File: src/rtl/frame_tx_arbiter_if.sv
// frame_tx_arbiter_if: source and merged AXI-Stream bundles of the frame arbiter
interface frame_tx_arbiter_if #(
    parameter int NUM_SRC    = 4,
    parameter int DATA_WIDTH = 64
);
    logic [NUM_SRC*DATA_WIDTH-1:0] S_AXIS_tdata;
    logic [NUM_SRC*8-1:0]          S_AXIS_tkeep;
    logic [NUM_SRC-1:0]            S_AXIS_tvalid;
    logic [NUM_SRC-1:0]            S_AXIS_tlast;
    logic [NUM_SRC-1:0]            S_AXIS_tready;
    logic [DATA_WIDTH-1:0]         M_AXIS_tdata;
    logic [7:0]                    M_AXIS_tkeep;
    logic                          M_AXIS_tvalid;
    logic                          M_AXIS_tlast;
    logic                          M_AXIS_tready;

    modport master (
        output S_AXIS_tdata, S_AXIS_tkeep, S_AXIS_tvalid, S_AXIS_tlast, M_AXIS_tready,
        input  S_AXIS_tready, M_AXIS_tdata, M_AXIS_tkeep, M_AXIS_tvalid, M_AXIS_tlast
    );

    modport slave (
        input  S_AXIS_tdata, S_AXIS_tkeep, S_AXIS_tvalid, S_AXIS_tlast, M_AXIS_tready,
        output S_AXIS_tready, M_AXIS_tdata, M_AXIS_tkeep, M_AXIS_tvalid, M_AXIS_tlast
    );
endinterface

File: src/rtl/frame_tx_arbiter.sv
// frame_tx_arbiter: frame-granular round-robin merge of NUM_SRC AXI-Stream sources with a programmable inter-frame gap
module frame_tx_arbiter #(
    parameter  int NUM_SRC    = 4,
    parameter  int DATA_WIDTH = 64,
    parameter  int GAP_WIDTH  = 8,
    localparam int GW         = $clog2(NUM_SRC)
) (
    input  logic                 ACLK,
    input  logic                 ARESET,
    frame_tx_arbiter_if.slave    axis,
    input  logic [NUM_SRC-1:0]   Src_Enable,
    input  logic [GAP_WIDTH-1:0] Gap_Cycles,
    output logic [GW-1:0]        Grant_Idx,
    output logic                 Busy,
    output logic [15:0]          Frames_Sent
);
    typedef enum logic [1:0] {IDLE, STREAM, GAP} state_t;

    state_t               state_q, state_d;
    logic [GW-1:0]        grant_q, grant_d;
    logic [GW-1:0]        last_grant_q, last_grant_d;
    logic [GAP_WIDTH-1:0] gap_cnt_q, gap_cnt_d;
    logic [15:0]          frames_sent_q, frames_sent_d;
    logic [NUM_SRC-1:0]   req;
    logic [GW-1:0]        pick, idx;
    logic                 found, streaming, last_hs;

    assign req       = axis.S_AXIS_tvalid & Src_Enable;
    assign streaming = (state_q == STREAM);

    assign axis.M_AXIS_tdata  = streaming ? axis.S_AXIS_tdata[int'(grant_q)*DATA_WIDTH +: DATA_WIDTH] : '0;
    assign axis.M_AXIS_tkeep  = streaming ? axis.S_AXIS_tkeep[int'(grant_q)*8 +: 8] : '0;
    assign axis.M_AXIS_tvalid = streaming & axis.S_AXIS_tvalid[grant_q];
    assign axis.M_AXIS_tlast  = streaming & axis.S_AXIS_tlast[grant_q];
    assign axis.S_AXIS_tready = streaming ? (NUM_SRC'(axis.M_AXIS_tready) << grant_q) : '0;

    assign last_hs     = axis.M_AXIS_tvalid & axis.M_AXIS_tready & axis.M_AXIS_tlast;
    assign Grant_Idx   = grant_q;
    assign Busy        = (state_q != IDLE);
    assign Frames_Sent = frames_sent_q;

    // Round-robin search for the first eligible source after the previous winner
    always_comb begin
        found = 1'b0;
        pick  = '0;
        idx   = '0;
        for (int i = 1; i <= NUM_SRC; i++) begin
            idx = GW'((int'(last_grant_q) + i) % NUM_SRC);
            if (!found && req[idx]) begin
                found = 1'b1;
                pick  = idx;
            end
        end
    end

    // Next state: grant held for the whole frame, gap sampled on the tlast handshake
    always_comb begin
        state_d       = state_q;
        grant_d       = grant_q;
        last_grant_d  = last_grant_q;
        gap_cnt_d     = gap_cnt_q;
        frames_sent_d = frames_sent_q;
        case (state_q)
            IDLE: begin
                if (found) begin
                    grant_d = pick;
                    state_d = STREAM;
                end
            end
            STREAM: begin
                if (last_hs) begin
                    last_grant_d  = grant_q;
                    frames_sent_d = frames_sent_q + 16'd1;
                    gap_cnt_d     = Gap_Cycles;
                    state_d       = (Gap_Cycles == '0) ? IDLE : GAP;
                end
            end
            GAP: begin
                gap_cnt_d = gap_cnt_q - GAP_WIDTH'(1);
                if (gap_cnt_q <= GAP_WIDTH'(1)) state_d = IDLE;
            end
            default: state_d = IDLE;
        endcase
    end

    // State registers; reset gives source 0 first priority
    always_ff @(posedge ACLK or posedge ARESET) begin
        if (ARESET) begin
            state_q       <= IDLE;
            grant_q       <= '0;
            last_grant_q  <= GW'(NUM_SRC - 1);
            gap_cnt_q     <= '0;
            frames_sent_q <= '0;
        end else begin
            state_q       <= state_d;
            grant_q       <= grant_d;
            last_grant_q  <= last_grant_d;
            gap_cnt_q     <= gap_cnt_d;
            frames_sent_q <= frames_sent_d;
        end
    end
endmodule

File: src/flat_wrapper.sv
// flat-port wrapper written by rule: the top's interface ports become plain ports
module frame_tx_arbiter_flat 
#(
    parameter  int NUM_SRC    = 4,
    parameter  int DATA_WIDTH = 64,
    parameter  int GAP_WIDTH  = 8,
    localparam int GW         = $clog2(NUM_SRC)
)
  (ACLK, ARESET, Src_Enable, Gap_Cycles, Grant_Idx, Busy, Frames_Sent, axis_S_AXIS_tdata, axis_S_AXIS_tkeep, axis_S_AXIS_tvalid, axis_S_AXIS_tlast, axis_M_AXIS_tready, axis_S_AXIS_tready, axis_M_AXIS_tdata, axis_M_AXIS_tkeep, axis_M_AXIS_tvalid, axis_M_AXIS_tlast);
  frame_tx_arbiter_if #(.NUM_SRC(NUM_SRC), .DATA_WIDTH(DATA_WIDTH)) axis_i ();
  input  logic ACLK;
  input  logic ARESET;
  input  logic [NUM_SRC-1:0] Src_Enable;
  input  logic [GAP_WIDTH-1:0] Gap_Cycles;
  output logic [GW-1:0] Grant_Idx;
  output logic Busy;
  output logic [15:0] Frames_Sent;
  input wire logic [$bits(axis_i.S_AXIS_tdata)-1:0] axis_S_AXIS_tdata;
  input wire logic [$bits(axis_i.S_AXIS_tkeep)-1:0] axis_S_AXIS_tkeep;
  input wire logic [$bits(axis_i.S_AXIS_tvalid)-1:0] axis_S_AXIS_tvalid;
  input wire logic [$bits(axis_i.S_AXIS_tlast)-1:0] axis_S_AXIS_tlast;
  input wire logic [$bits(axis_i.M_AXIS_tready)-1:0] axis_M_AXIS_tready;
  output wire logic [$bits(axis_i.S_AXIS_tready)-1:0] axis_S_AXIS_tready;
  output wire logic [$bits(axis_i.M_AXIS_tdata)-1:0] axis_M_AXIS_tdata;
  output wire logic [$bits(axis_i.M_AXIS_tkeep)-1:0] axis_M_AXIS_tkeep;
  output wire logic [$bits(axis_i.M_AXIS_tvalid)-1:0] axis_M_AXIS_tvalid;
  output wire logic [$bits(axis_i.M_AXIS_tlast)-1:0] axis_M_AXIS_tlast;
  assign axis_i.S_AXIS_tdata = axis_S_AXIS_tdata;
  assign axis_i.S_AXIS_tkeep = axis_S_AXIS_tkeep;
  assign axis_i.S_AXIS_tvalid = axis_S_AXIS_tvalid;
  assign axis_i.S_AXIS_tlast = axis_S_AXIS_tlast;
  assign axis_i.M_AXIS_tready = axis_M_AXIS_tready;
  assign axis_S_AXIS_tready = axis_i.S_AXIS_tready;
  assign axis_M_AXIS_tdata = axis_i.M_AXIS_tdata;
  assign axis_M_AXIS_tkeep = axis_i.M_AXIS_tkeep;
  assign axis_M_AXIS_tvalid = axis_i.M_AXIS_tvalid;
  assign axis_M_AXIS_tlast = axis_i.M_AXIS_tlast;
  frame_tx_arbiter #(.NUM_SRC(NUM_SRC), .DATA_WIDTH(DATA_WIDTH), .GAP_WIDTH(GAP_WIDTH)) u_core (.ACLK(ACLK), .ARESET(ARESET), .axis(axis_i), .Src_Enable(Src_Enable), .Gap_Cycles(Gap_Cycles), .Grant_Idx(Grant_Idx), .Busy(Busy), .Frames_Sent(Frames_Sent));
endmodule
File: config.mk
export PLATFORM = sky130hd
export DESIGN_NAME = frame_tx_arbiter_flat
export DESIGN_NICKNAME = d
export VERILOG_FILES = /design/src/rtl/frame_tx_arbiter_if.sv /design/src/rtl/frame_tx_arbiter.sv /design/src/flat_wrapper.sv
export SDC_FILE = /design/constraint.sdc
export NUM_CORES = 1
export LEC_CHECK = 0
export CAP_MARGIN = 10
export CORE_AREA = 2 2 158 160
export DETAILED_ROUTE_END_ITERATION = 8
export DIE_AREA = 0 0 160 162
export PLACE_DENSITY_LB_ADDON = 0.2
export SLEW_MARGIN = 40
export SYNTH_ARGS = -nofsm -noshare
export SYNTH_HDL_FRONTEND = slang
export SYNTH_SLANG_ARGS = --single-unit
File: constraint.sdc
create_clock -name ACLK -period 2.48 [get_ports ACLK]
set_input_delay 0.372 -clock ACLK [delete_from_list [all_inputs] [get_ports ACLK]]
set_output_delay 0.372 -clock ACLK [all_outputs]
set_load 0.1 [all_outputs]
* After elaboration in Yosys (flattened, before gate mapping) *
Index checks and enable logic that the tools add are counted.

storage, ports and cells
  bits in registers = 30
  input port bits = 311
  output and inout bits = 97
  word-level logic and storage cells = 74

cells by class
  add/sub/neg operators = 6
  order comparisons = 6
  eq/ne operators = 5
  shift operators = 3
  multiplexer cells = 30
  bitwise gates (word level) = 5
  reductions and logical operators = 14

operators with widths
  kind                   number
  $shiftx 256x9->64      1
  $mux 64                1
  $shiftx 32x6->8        1
  $add 16x1->16 const B  1
  $mux 2                 8
  $mux 8                 2
  $pmux 8 s2             1
  $lt 2x3->1 const B     5
  $bmux 1 s2             6
  $mux 1                 10
  $le 8x1->1 const B     1
  $logic_not 8->1        1
  $sub 8x1->8 const B    1
  $pmux 2 s3             1
  $reduce_and 2->1       3
  $add 2x1->2 const B    2
  $add 2x2->2 const B    2
  $and 1x1->1            4
  $and 4x4->4            1
  $mux 4                 1
  $ne 2x1->1 const B     2
  $reduce_bool 2->1      2
  $shl 1x2->4            1
  $logic_and 1x1->1      3
  6 further kinds        8

* Depth between registers and ports, before layout *
  depth in word-level cells = 15
  gate-level depth with buffers = 7
  gate-level depth less buffers = 6

* Worst setup path after synthesis *
Ideal clock, no wire load.

  path type = register -> output
  from = register u_core.grant_q[0] (netlist: u_core.Grant_Idx[0])
  to = output axis_S_AXIS_tready[1]
  arrival = 3.609 ns
  data required time = 2.108 ns
  slack = -1.501 ns
  stages on the path, launching flop included = 5
  cell sequence = dfrtp_1 -> buf_2 -> buf_2 -> inv_1 -> nor3_1

between the ends
  word-level cells in the longest chain between the ends = 2

RTL lines
  item                    line                    RTL
  start, declared         frame_tx_arbiter.sv:20  logic [GW-1:0] grant_q, grant_d;
  start signal, assigned  frame_tx_arbiter.sv:96  grant_q <= grant_d;
  $shl 1x2->4             frame_tx_arbiter.sv:35  assign axis.S_AXIS_tready = streaming ? (NUM_SRC'(axis.M_AXIS_tready) << grant_q) : '0;
  $mux 4                  frame_tx_arbiter.sv:35
  end, declared           flat_wrapper.sv:23      output wire logic [$bits(axis_i.S_AXIS_tready)-1:0] axis_S_AXIS_tready;

No other way between the ends.

* Worst setup path in the final report *
  from = register u_core.grant_q[0] (netlist: u_core.Grant_Idx[0])
  to = output axis_M_AXIS_tdata[59]

between the ends
  word-level cells in the longest chain between the ends = 2

RTL lines
  item               line                    RTL
  $shiftx 256x9->64  frame_tx_arbiter.sv:31  assign axis.M_AXIS_tdata = streaming ? axis.S_AXIS_tdata[int'(grant_q)*DATA_WIDTH +: DATA_WIDTH] : '0;
  $mux 64            frame_tx_arbiter.sv:31
  end, declared      flat_wrapper.sv:24      output wire logic [$bits(axis_i.M_AXIS_tdata)-1:0] axis_M_AXIS_tdata;

No other way between the ends.

==> impl_metrics.json <==
{
  "status": "completed",
  "layout.nets": 1047,
  "syn-mean-instance-area_um2": 11.51,
  "drv_slew": 0,
  "tns_ns": 0,
  "synth_cells": 335,
  "drt-wirelength-per-cell_um": 23.58,
  "root_buffer": "clkbuf_16",
  "wl_um": 24950,
  "holdBufCountCts": 0,
  "antenna_cells": 0,
  "slew_headroom_pct": 59.57,
  "drv_cap": 0,
  "critPathCaptureType": "output port",
  "finalClockSkew_ns": 0.007422,
  "clkLatencyLatePin_ns": 0.27,
  "viasPerCell": 4.445,
  "post-route-period-util_pct": 95.85,
  "grt_setup_unrepaired": "no",
  "drt_iter0_drc": 241,
  "io_buffer_count": 407,
  "cts_num_sinks": 30,
  "p_total_mw": 16.47,
  "synth-async-reset-ratio_pct": 100.0,
  "gr-total-overflow": 0,
  "synth_area_mm2": 0.003856,
  "die_h_um": 162,
  "vias": 4703,
  "coreArea_mm2": 0.02411,
  "synth_warnings": 0,
  "dp_slack_ns": 0.1796,
  "cts_inserted_buffers": 5,
  "postCtsSetupRepairBufs": 0,
  "crit_top_cell": "buf_12",
  "finalNonFillerCells": 1058,
  "die_w_um": 160,
  "area_growth_pct": 144.7,
  "p_leak_nw": 3.605,
  "fin_ws_ns": 0.1030,
  "clkTransAtPathRegs_ns": 0.06,
  "yosys.area.top_type": "mux4_2",
  "cts_resized": 0,
  "hold_viol": 0,
  "synth_top_area_share_pct": 43.22,
  "tritoncts": "built",
  "drive_above_1_share_pct": 37.06,
  "cpPeakStageDelay_ns": 0.57,
  "synth.ff_latch_count": 30,
  "fin_util_pct": 39.15,
  "cts_max_path_buffers": 2,
  "cp_num_buf_inv": 2,
  "ys_seq_area_share_pct": 19.53,
  "place_inst": 1049,
  "grt_usage_pct": 18.37,
  "synth_cell_types": 44,
  "start_util_pct": 16.00,
  "crit_slowest_cell": "mux4_2",
  "grt_pass1_vias": 5067,
  "dieArea_mm2": 0.02592,
  "synth_fp_nets": 649,
  "cp.arrival_ns": 2.01,
  "period_needed_ns": 2.377,
  "dpl.hpwl_um": 21420,
  "critPathMaxFanout": 27,
  "grt_max_degree": 41,
  "worstMarginPinSlew_ns": 0.6064,
  "synthTopCellsByCount": "and2_1, mux4_2, dfrtp_1, nand2_1, xnor2_1",
  "hp-class": "in -> async",
  "grt_first_pass_wirelength_um": 35670,
  "required_ns": 2.11,
  "synth_area_leaders": "mux4_2, dfrtp_1, and2_1, xnor2_1, nand2_1",
  "antenna_found_initial": 1,
  "post-route-drc-count": 0,
  "post-synth-top-count-cell": "and2_1",
  "fmax_mhz": 420.7,
  "critPathKind": "reg -> out",
  "synth_flop_cell": "dfrtp_1",
  "ant_nets": 0,
  "worstPathCellList": "buf_12 > mux4_2 > and2_2 > buf_12",
  "synth_edf_count": 0,
  "dr.pass1.iters": 4,
  "htreeDepth": 2,
  "irDropWorstVdd_mv": 0.8608,
  "start_kind": "register",
  "rows": 57,
  "setup_violations": 0,
  "power_density_mw_per_mm2": 1746,
  "num_io_pins": 408,
  "gp_congestion": 0.9264,
  "fillCellCount": 2313,
  "critical-path-top-delay-family": "multiplexers"
}
==> layout by cell type (no fill, tap or decap), types with 3 or more instances in the layout <==
master	synthesis	routed
clkdlybuf4s50_1	0	310
buf_12	0	84
mux4_2	74	74
and2_4	0	40
and2_2	0	26
dfrtp_1	28	26
buf_4	4	25
nand2_1	19	19
xnor2_1	15	15
and2_1	77	11
nand4_1	9	9
nand3_1	9	9
and3_1	9	7
inv_1	6	6
nor3_1	7	5
nor2_1	5	5
clkbuf_16	0	5
nor4_1	4	4
o21ai_1	3	3
o21ai_0	3	3
mux2i_1	3	3
o211ai_1	3	3
ha_1	3	3
==> worst min-delay path, cell delays in order <==
cell             delay, ns
clkdlybuf4s50_1       0.39
inv_1                 0.05
buf_4                 0.35
==> final timing paths <==
| kind | start | to | slack (ns) | cells past startpoint |
|---|---|---|---|---|
| max | u_core.Grant_Idx[0] | axis_M_AXIS_tdata[59] | 0.10 | 4 |
| min | ARESET | u_core.Frames_Sent[14] | 0.48 | 3 |
| max reg2reg | u_core.Grant_Idx[0] | u_core.gap_cnt_q[5] | 0.29 | 5 |
| min reg2reg | u_core.gap_cnt_q[7] | u_core.gap_cnt_q[7] | 0.48 | 1 |
| max in group asynchronous | ARESET | u_core.last_grant_q[1] | 1.67 | 3 |
| min in group ACLK | u_core.gap_cnt_q[7] | u_core.gap_cnt_q[7] | 0.48 | 1 |
==> through the flow <==
step	hold slack (ns)	instance area, µm²
finish	0.4764	9437
global route	0.5111	9437
CTS	0.4782	9422
detailed placement	0.4705	9249
global placement	0.4663	9249
floorplan	0.4415	4019
==> cell type report <==
cell class / count / area [µm²] / area share, %
clock buffer: 7 / 142.6 / 1.512
clock inverter: 1 / 30.03 / 0.3182
inverter: 6 / 22.52 / 0.2387
multi-input combinational: 270 / 3088 / 32.72
sequential: 30 / 760.7 / 8.062
tap: 324 / 405.4 / 4.296
timing repair buffer: 420 / 4987 / 52.85
==> kinds of logic (layout without fill, tap and decap cells) <==
family,Yosys count,in the layout,share of synthesized area (%)
DFF,30,30,19.53
adders and majority gates,3,3,0.9735
muxes,78,78,44.29
AOI/OAI and AO/OA,22,22,3.926
xor gates and xnor gates,15,15,3.407
and+or+nand+nor,152,152,23.20
buffers and inverters,35,434,4.672
==> power breakdown <==
group / switching, mW / leakage, nW / total [mW] / internal, mW
registers: 0.244 / 0.381 / 0.896 / 0.652
logic: 9.05 / 3.14 / 14.9 / 5.81
clock network: 0.217 / 0.0841 / 0.718 / 0.501
total: 9.51 / 3.61 / 16.5 / 6.96
==> flip-flops by register name, summed over array words and instances, names as in the netlist <==
signal	flops
u_core.last_grant_q	2
u_core.Grant_Idx	2
u_core.gap_cnt_q	8
u_core.state_q	2
u_core.Frames_Sent	16
==> metal layers <==
layer / up-vias / track usage (%) / routed length [µm]
met4: 2 / 2.375 / 204
met2: 202 / 33.25 / 13080
met1: 2382 / 22.94 / 10090
met3: 18 / 4.137 / 1558
met5: - / 0 / 11
li1: 2099 / - / -
Note: power is estimated with default switching activity, not from simulation.
